**config.mk**
```make
export PLATFORM = sky130hd
export DESIGN_NAME = dcmi_ahb_wr_flat
export DESIGN_NICKNAME = d
export VERILOG_FILES = /design/src/rtl/dcmi_ahb_wr_pkg.sv /design/src/rtl/dcmi_ahb_wr_if.sv /design/src/rtl/dcmi_ahb_wr_wfifo.sv /design/src/rtl/dcmi_ahb_wr.sv /design/src/flat_wrapper.sv
export SDC_FILE = /design/constraint.sdc
export NUM_CORES = 1
export LEC_CHECK = 0
export CAP_MARGIN = 0
export CORE_UTILIZATION = 50
export DETAILED_ROUTE_END_ITERATION = 7
export PLACE_DENSITY = 0.81
export SLEW_MARGIN = 20
export SYNTH_ARGS = -nofsm -noshare
export SYNTH_HDL_FRONTEND = slang
export SYNTH_SLANG_ARGS = --single-unit
```
**constraint.sdc**
```tcl
create_clock -name hclk -period 2.6 [get_ports hclk]
set_input_delay 0.52 -clock hclk [delete_from_list [all_inputs] [get_ports hclk]]
set_output_delay 0.52 -clock hclk [all_outputs]
set_load 0.005 [all_outputs]
```
**src/rtl/dcmi_ahb_wr_pkg.sv**
```systemverilog
// Shared AHB encodings, FSM state type and the FIFO entry layout for the DCMI RAM-to-AHB write stage.
package dcmi_ahb_wr_pkg;

  localparam logic [1:0] HTRANS_IDLE   = 2'b00;
  localparam logic [1:0] HTRANS_NONSEQ = 2'b10;
  localparam logic [2:0] HSIZE_WORD    = 3'b010;
  localparam logic [2:0] HBURST_SINGLE = 3'b000;

  typedef enum logic [1:0] {
    ST_IDLE = 2'd0,
    ST_ADDR = 2'd1,
    ST_DATA = 2'd2
  } ahb_state_e;

  // Word address only; the byte offset bits never reach the FIFO.
  typedef struct packed {
    logic [21:0] waddr;
    logic [31:0] wdata;
  } wr_entry_t;

  function automatic logic [31:0] ahb_addr(input logic [31:0] base, input logic [21:0] word_addr);
    return base | {8'h00, word_addr, 2'b00};
  endfunction

endpackage

```
**src/rtl/dcmi_ahb_wr_if.sv**
```systemverilog
// AHB-Lite master-side signal bundle used by the DCMI write stage.
interface dcmi_ahb_wr_if;

  // A transfer's address phase completes on the edge where htrans=NONSEQ and hready=1;
  // its data phase completes on the next edge with hready=1, hresp qualifying that edge.
  logic [31:0] haddr;
  logic [1:0]  htrans;
  logic        hwrite;
  logic [2:0]  hsize;
  logic [2:0]  hburst;
  logic [3:0]  hprot;
  logic [31:0] hwdata;
  logic        hready;
  logic        hresp;

  modport master (
    output haddr, htrans, hwrite, hsize, hburst, hprot, hwdata,
    input  hready, hresp
  );

  modport slave (
    input  haddr, htrans, hwrite, hsize, hburst, hprot, hwdata,
    output hready, hresp
  );

endinterface

```
**src/rtl/dcmi_ahb_wr_wfifo.sv**
```systemverilog
// Small synchronous FIFO of pending RAM writes with flush and a peek at the entry behind the head.
module dcmi_ahb_wr_wfifo
  import dcmi_ahb_wr_pkg::*;
#(
  parameter  int unsigned DEPTH = 4,
  localparam int unsigned PW    = $clog2(DEPTH),
  localparam int unsigned LW    = PW + 1
) (
  input  logic          clk,
  input  logic          rstn,
  input  logic          push_i,
  input  wr_entry_t     entry_i,
  input  logic          pop_i,
  input  logic          flush_i,
  output wr_entry_t     head_o,
  output wr_entry_t     head_nxt_o,
  output logic          full_o,
  output logic          empty_o,
  output logic [LW-1:0] level_o
);

  wr_entry_t     mem_q [DEPTH];
  logic [PW-1:0] wr_ptr_q, rd_ptr_q, rd_ptr_nxt;
  logic [LW-1:0] level_q;
  logic          push_ok, pop_ok;

  assign full_o     = (level_q == LW'(DEPTH));
  assign empty_o    = (level_q == '0);
  assign push_ok    = push_i & ~full_o & ~flush_i;
  assign pop_ok     = pop_i & ~empty_o & ~flush_i;
  assign rd_ptr_nxt = rd_ptr_q + PW'(1);
  assign head_o     = mem_q[rd_ptr_q];
  assign head_nxt_o = mem_q[rd_ptr_nxt];
  assign level_o    = level_q;

  always_ff @(posedge clk) begin
    if (push_ok) mem_q[wr_ptr_q] <= entry_i;
  end

  // Flush only rewinds pointers and level; stale storage is unreachable afterwards.
  always_ff @(posedge clk or negedge rstn) begin
    if (!rstn) begin
      wr_ptr_q <= '0;
      rd_ptr_q <= '0;
      level_q  <= '0;
    end else if (flush_i) begin
      wr_ptr_q <= '0;
      rd_ptr_q <= '0;
      level_q  <= '0;
    end else begin
      if (push_ok) wr_ptr_q <= wr_ptr_q + PW'(1);
      if (pop_ok)  rd_ptr_q <= rd_ptr_nxt;
      if (push_ok && !pop_ok)      level_q <= level_q + LW'(1);
      else if (pop_ok && !push_ok) level_q <= level_q - LW'(1);
    end
  end

endmodule

```
**src/rtl/dcmi_ahb_wr.sv**
```systemverilog
// Buffers single-word RAM writes and issues each one as a non-overlapped AHB-Lite SINGLE word write.
module dcmi_ahb_wr
  import dcmi_ahb_wr_pkg::*;
#(
  parameter  int unsigned FIFO_DEPTH = 4,
  parameter  logic [31:0] BASE_ADDR  = 32'h2000_0000,
  parameter  logic [3:0]  HPROT_VAL  = 4'b0011,
  localparam int unsigned LW         = $clog2(FIFO_DEPTH) + 1
) (
  input  logic            hclk,
  input  logic            rstn,
  input  logic            enable,
  input  logic            ram_wr_req,
  output logic            ram_wr_ack,
  input  logic [23:0]     ram_waddr,
  input  logic [31:0]     ram_wdata,
  dcmi_ahb_wr_if.master   ahb,
  output logic            busy,
  output logic [LW-1:0]   fifo_level,
  output logic            err_pulse,
  output ahb_state_e      dbg_state
);

  ahb_state_e  state_q, state_d;
  logic [31:0] haddr_q, haddr_d;
  logic [31:0] hwdata_q, hwdata_d;
  logic [1:0]  htrans_q, htrans_d;
  logic        hwrite_q, hwrite_d;
  logic        ack_q;
  logic        err_q, err_d;
  logic        push, pop, flush, full, empty;
  wr_entry_t   entry, head, head_nxt;
  logic        unused_bits;

  assign unused_bits = ^{ram_waddr[1:0], head_nxt.wdata};

  // ack_q in the guard stops the same held request from being captured twice.
  assign push  = enable & ram_wr_req & ~ack_q & ~full;
  assign flush = ~enable & (state_q == ST_IDLE);
  assign entry = '{waddr: ram_waddr[23:2], wdata: ram_wdata};

  dcmi_ahb_wr_wfifo #(.DEPTH(FIFO_DEPTH)) u_wfifo (
    .clk       (hclk),
    .rstn      (rstn),
    .push_i    (push),
    .entry_i   (entry),
    .pop_i     (pop),
    .flush_i   (flush),
    .head_o    (head),
    .head_nxt_o(head_nxt),
    .full_o    (full),
    .empty_o   (empty),
    .level_o   (fifo_level)
  );

  always_comb begin
    state_d  = state_q;
    haddr_d  = haddr_q;
    hwdata_d = hwdata_q;
    htrans_d = htrans_q;
    hwrite_d = hwrite_q;
    err_d    = 1'b0;
    pop      = 1'b0;
    unique case (state_q)
      ST_IDLE: begin
        if (enable && !empty) begin
          state_d  = ST_ADDR;
          haddr_d  = ahb_addr(BASE_ADDR, head.waddr);
          htrans_d = HTRANS_NONSEQ;
          hwrite_d = 1'b1;
        end
      end
      ST_ADDR: begin
        if (ahb.hready) begin
          state_d  = ST_DATA;
          htrans_d = HTRANS_IDLE;
          hwrite_d = 1'b0;
          hwdata_d = head.wdata;
        end
      end
      ST_DATA: begin
        // A word pushed on this same edge is picked up from IDLE one cycle later.
        if (ahb.hready) begin
          pop   = 1'b1;
          err_d = ahb.hresp;
          if (enable && (fifo_level > LW'(1))) begin
            state_d  = ST_ADDR;
            haddr_d  = ahb_addr(BASE_ADDR, head_nxt.waddr);
            htrans_d = HTRANS_NONSEQ;
            hwrite_d = 1'b1;
          end else begin
            state_d = ST_IDLE;
          end
        end
      end
      default: state_d = ST_IDLE;
    endcase
  end

  always_ff @(posedge hclk or negedge rstn) begin
    if (!rstn) begin
      state_q  <= ST_IDLE;
      haddr_q  <= '0;
      hwdata_q <= '0;
      htrans_q <= HTRANS_IDLE;
      hwrite_q <= 1'b0;
      ack_q    <= 1'b0;
      err_q    <= 1'b0;
    end else begin
      state_q  <= state_d;
      haddr_q  <= haddr_d;
      hwdata_q <= hwdata_d;
      htrans_q <= htrans_d;
      hwrite_q <= hwrite_d;
      ack_q    <= push;
      err_q    <= err_d;
    end
  end

  assign ram_wr_ack = ack_q;
  assign err_pulse  = err_q;
  assign busy       = (fifo_level != '0) || (state_q != ST_IDLE);
  assign dbg_state  = state_q;

  assign ahb.haddr  = haddr_q;
  assign ahb.htrans = htrans_q;
  assign ahb.hwrite = hwrite_q;
  assign ahb.hsize  = HSIZE_WORD;
  assign ahb.hburst = HBURST_SINGLE;
  assign ahb.hprot  = HPROT_VAL;
  assign ahb.hwdata = hwdata_q;

endmodule

```
**src/flat_wrapper.sv**
```systemverilog
// flat-port wrapper written by rule: the top's interface ports become plain ports
module dcmi_ahb_wr_flat import dcmi_ahb_wr_pkg::*;
#(
  parameter  int unsigned FIFO_DEPTH = 4,
  parameter  logic [31:0] BASE_ADDR  = 32'h2000_0000,
  parameter  logic [3:0]  HPROT_VAL  = 4'b0011,
  localparam int unsigned LW         = $clog2(FIFO_DEPTH) + 1
)
  (hclk, rstn, enable, ram_wr_req, ram_wr_ack, ram_waddr, ram_wdata, busy, fifo_level, err_pulse, dbg_state, ahb_haddr, ahb_htrans, ahb_hwrite, ahb_hsize, ahb_hburst, ahb_hprot, ahb_hwdata, ahb_hready, ahb_hresp);
  dcmi_ahb_wr_if ahb_i ();
  input  logic hclk;
  input  logic rstn;
  input  logic enable;
  input  logic ram_wr_req;
  output logic ram_wr_ack;
  input  logic [23:0] ram_waddr;
  input  logic [31:0] ram_wdata;
  output logic busy;
  output logic [LW-1:0] fifo_level;
  output logic err_pulse;
  output ahb_state_e dbg_state;
  output wire logic [$bits(ahb_i.haddr)-1:0] ahb_haddr;
  output wire logic [$bits(ahb_i.htrans)-1:0] ahb_htrans;
  output wire logic [$bits(ahb_i.hwrite)-1:0] ahb_hwrite;
  output wire logic [$bits(ahb_i.hsize)-1:0] ahb_hsize;
  output wire logic [$bits(ahb_i.hburst)-1:0] ahb_hburst;
  output wire logic [$bits(ahb_i.hprot)-1:0] ahb_hprot;
  output wire logic [$bits(ahb_i.hwdata)-1:0] ahb_hwdata;
  input wire logic [$bits(ahb_i.hready)-1:0] ahb_hready;
  input wire logic [$bits(ahb_i.hresp)-1:0] ahb_hresp;
  assign ahb_haddr = ahb_i.haddr;
  assign ahb_htrans = ahb_i.htrans;
  assign ahb_hwrite = ahb_i.hwrite;
  assign ahb_hsize = ahb_i.hsize;
  assign ahb_hburst = ahb_i.hburst;
  assign ahb_hprot = ahb_i.hprot;
  assign ahb_hwdata = ahb_i.hwdata;
  assign ahb_i.hready = ahb_hready;
  assign ahb_i.hresp = ahb_hresp;
  dcmi_ahb_wr #(.FIFO_DEPTH(FIFO_DEPTH), .BASE_ADDR(BASE_ADDR), .HPROT_VAL(HPROT_VAL)) u_core (.hclk(hclk), .rstn(rstn), .enable(enable), .ram_wr_req(ram_wr_req), .ram_wr_ack(ram_wr_ack), .ram_waddr(ram_waddr), .ram_wdata(ram_wdata), .ahb(ahb_i), .busy(busy), .fifo_level(fifo_level), .err_pulse(err_pulse), .dbg_state(dbg_state));
endmodule
```
==> flow_metrics.env <==
export IMPL_status="finished with violations"
export IMPL_violations="design-rule violations"
export IMPL_final_hold_violation_count=0
export IMPL_rr_endpoint="u_core.ahb.haddr[14]"
export IMPL_swShare_pct=25.3
export IMPL_power_switching_uw=3610
export IMPL_power_density_nw_per_um2=1020
export IMPL_rsz0062_at_grt="no"
export IMPL_ys_types=42
export IMPL_setup_tns_final_ns=0
export IMPL_area_delta_synth_final_pct=23.9
export IMPL_grt_antenna_before_repair=0
export IMPL_grt_pass1_wl_um=35200
export IMPL_leakagePower_uw=0.00481
export IMPL_wl_per_cell_um=21.4
export IMPL_cts_tree="done"
export IMPL_layoutNonFillerInstCount=1042
export IMPL_setup_worst_path_start="u_core.u_wfifo.level_o[1]"
export IMPL_drt_iter0_drc=361
export IMPL_synthArstFlopShare_pct=23.7
export IMPL_drc=11
export IMPL_final_setup_viol_count=0
export IMPL_relSlewSlack_pct=47.6
export IMPL_ys_seq_area_share_pct=72.3
export IMPL_cts_max_level=1
export IMPL_p_int_uw=10700
export IMPL_crit_chain="inv_1 -> ha_1 -> nand2b_1 -> nand2b_1 -> clkdlybuf4s50_1"
export IMPL_ys_ff_latch=283
export IMPL_drt_total_wl_um=22300
export IMPL_cpMostUsedCell="nand2b_1"
export IMPL_cp_start_kind="register"
export IMPL_peakVddDrop_uv=903
export IMPL_period_needed_ns=2.47
export IMPL_cts_root_buffer="clkbuf_16"
export IMPL_hold_path_class="reg2reg"
export IMPL_max_freq_mhz=405
export IMPL_finalCritPeriodShare_pct=95.0
export IMPL_worstSkewPairLatency_ns=0.54
export IMPL_gr_total_overflow=0
export IMPL_via_count=5789
export IMPL_dieArea_sq_um=23200
export IMPL_r2r_start="u_core.u_wfifo.rd_ptr_q[1]"
export IMPL_hpwl_um=13200
export IMPL_cp_end_kind="primary output"
export IMPL_port_buffers=124
export IMPL_gp_congestion=0.736
export IMPL_cts_buffer_depth=3
export IMPL_synth_area_sq_um=11300
export IMPL_synth_edf_count=216
export IMPL_endpoint="busy"
export IMPL_cp_num_buf_inv=2
export IMPL_initial_core_util_pct=51.4
export IMPL_num_fill_cells=1454
export IMPL_slowest_stage="clkdlybuf4s50_1"
export IMPL_grt_total_usage_pct=19.8
export IMPL_clk_pin_slew_worst_paths_ns=0.06
export IMPL_syn_mean_instance_area_sq_um=19.0
export IMPL_maxCapViolations=0
export IMPL_finalClockSkew_ns=0.0173
export IMPL_cp_max_fo=4
export IMPL_ys_flop_type="edfxtp_1"
export IMPL_via_per_inst=5.56
export IMPL_dr_pass1_iters=7
export IMPL_cts_buffers=28
export IMPL_r2r_slack_ns=0.45
export IMPL_cp_arrival_ns=1.95
export IMPL_fp_coreArea_sq_um=22000
export IMPL_nets=812
export IMPL_rows=54
export IMPL_n_antenna_cell=0
export IMPL_pin_count=147
export IMPL_grt_pass1_vias=6297
export IMPL_drive_gt1_share_pct=22.4
export IMPL_pwr_share_clk_pct=30.8
export IMPL_drtAntennaViolNets=0
export IMPL_worst_pin_slew_ns=0.785
export IMPL_cp_slowest_stage_delay_ns=0.49
export IMPL_maxSlewViolCount=0
export IMPL_die_y_um=152
export IMPL_reg2reg_depth=5
export IMPL_worst_path_stages=5
export IMPL_grt_max_degree=48
export IMPL_crit_required_ns=2.08
export IMPL_syn_inst=594
export IMPL_seqPwrFrac_pct=43.1
export IMPL_placed_cells=986
export IMPL_p_comb_share_pct=26.0
export IMPL_critPathTopFamily="buffers and inverters"
export IMPL_yosysWarnings=0
export IMPL_critPathKind="reg2out"
export IMPL_cts_sinks=283
export IMPL_die_w_um=152
-- sequential cells by signal (all words and copies together), names as in the netlist --
register                 count
u_core.ahb.haddr            23
u_core.ahb.hwdata           32
u_core.ahb.hwrite            1
u_core.dbg_state             2
u_core.err_pulse             1
u_core.ram_wr_ack            1
u_core.u_wfifo.level_o       3
u_core.u_wfifo.mem_q       216
u_core.u_wfifo.rd_ptr_q      2
u_core.u_wfifo.wr_ptr_q      2
-- how the worst min path moves through the flow --
stage               cells after the start  slack (ns)             startpoint                    end
finish                                  1        0.50  u_core.ahb.hwdata[30]  u_core.ahb.hwdata[30]
global route                            1        0.52   u_core.ahb.hwdata[2]   u_core.ahb.hwdata[2]
CTS                                     2        0.51                   rstn   u_core.ahb.hwdata[8]
detailed placement                      1        0.49   u_core.ahb.hwdata[2]   u_core.ahb.hwdata[2]
global placement                        1        0.45   u_core.ahb.haddr[29]   u_core.ahb.haddr[29]
floorplan                               0        0.22                   rstn   u_core.ahb.haddr[10]
-- synthesized netlist by cell type (all sizes together) (3+ instances only) --
cell type,number,share of area (%)
a211oi,24,1.6
a221oi,22,1.7
and2,4,0.22
buf,46,2.9
clkbuf,5,0.18
dfrtp,67,15
edfxtp,216,57
ha,9,1.0
inv,5,0.17
mux2,54,5.7
mux2i,47,4.2
mux4,32,6.4
nand2,6,0.22
nand3,3,0.13
nor2,6,0.22
nor2b,22,1.2
xor2,3,0.40
-- layout by cell type, fill, tap and decap left out, drive strengths merged, types with 9 or more instances in the layout --
master / instances
buf: 26
edfxtp: 216
mux4: 32
clkinv: 10
mux2: 54
clkdlybuf4s50: 123
nor2b: 22
dfrtp: 67
mux2i: 47
a221oi: 22
conb: 20
clkbuf: 33
a211oi: 24
ha: 9
-- cell families (layout without fill, tap and decap cells) --
logic type	count (synthesis)	count (layout)	share of synthesized area (%)
AOI/OAI and AO/OA	56	56	4.02
xor gates and xnor gates	3	3	0.399
adders and majority gates	9	9	0.997
buffers and inverters	56	206	3.23
DFF	283	283	72.3
muxes	133	133	16.3
other	2	20	0.0665
and+or+nand+nor	52	52	2.72
-- metal layers --
layer | up-vias | track usage (%) | routed length [um]
met1 | 2972 | 24.5 | 8790
met3 | 28 | 5.18 | 1660
met2 | 186 | 35.0 | 11600
met4 | 0 | 4.42 | 284
li1 | 2603 | - | -
met5 | - | 0 | 0
-- metrics by stage --
step | setup WS [ns] | hold WS (ns) | area, sq um | utilization, % | total power, uW
6_report | 0.130 | 0.503 | 14000 | 63.7 | 14300
3_5_place_dp | 0.146 | 0.493 | 12900 | 58.8 | 9930
4_1_cts | 0.0595 | 0.506 | 14000 | 63.5 | 14400
5_1_grt | 0.0242 | 0.523 | 14000 | 63.7 | 14900
2_1_floorplan | 0.287 | 0.224 | 11400 | - | 8180
3_3_place_gp | 0.163 | 0.455 | 12900 | 58.8 | 9770
-- power groups by stage --
stage          logic, uW  clock network [uW]  registers [uW]
4_1_cts             3730                4480            6180
3_5_place_dp        3690                   0            6240
5_1_grt             3980                4660            6250
6_report            3720                4400            6160
2_1_floorplan       2040                   0            6140
3_3_place_gp        3590                   0            6180
-- worst register-to-register path, cell delays in order (launching register included) --
cell,delay [ns]
dfrtp_4,0.84
buf_4,0.46
nor2b_1,0.10
a211oi_1,0.25
a221oi_1,0.11
mux2_4,0.30
-- what timing repair did --
item / 4_1_cts / 5_1_grt
setup buffers: 0 / 4
hold buffers: 1 / 0
hold endpoints to repair: 33 / 0
setup endpoints to repair: 1 / 1
resized for setup: 1 / 0
-- area by class of cell --
class                   instances  area, sq um  share of cell area, %
clock inverters                18          264                   1.89
repair buffers                150         1590                   11.3
multi-input cells             273         2840                   20.3
well taps                     280          350                   2.51
inverters                       5         18.8                  0.134
flip-flops and latches        283         8170                   58.4
clock buffers                  33          761                   5.44
Note: power is estimated with default switching activity, not from simulation.
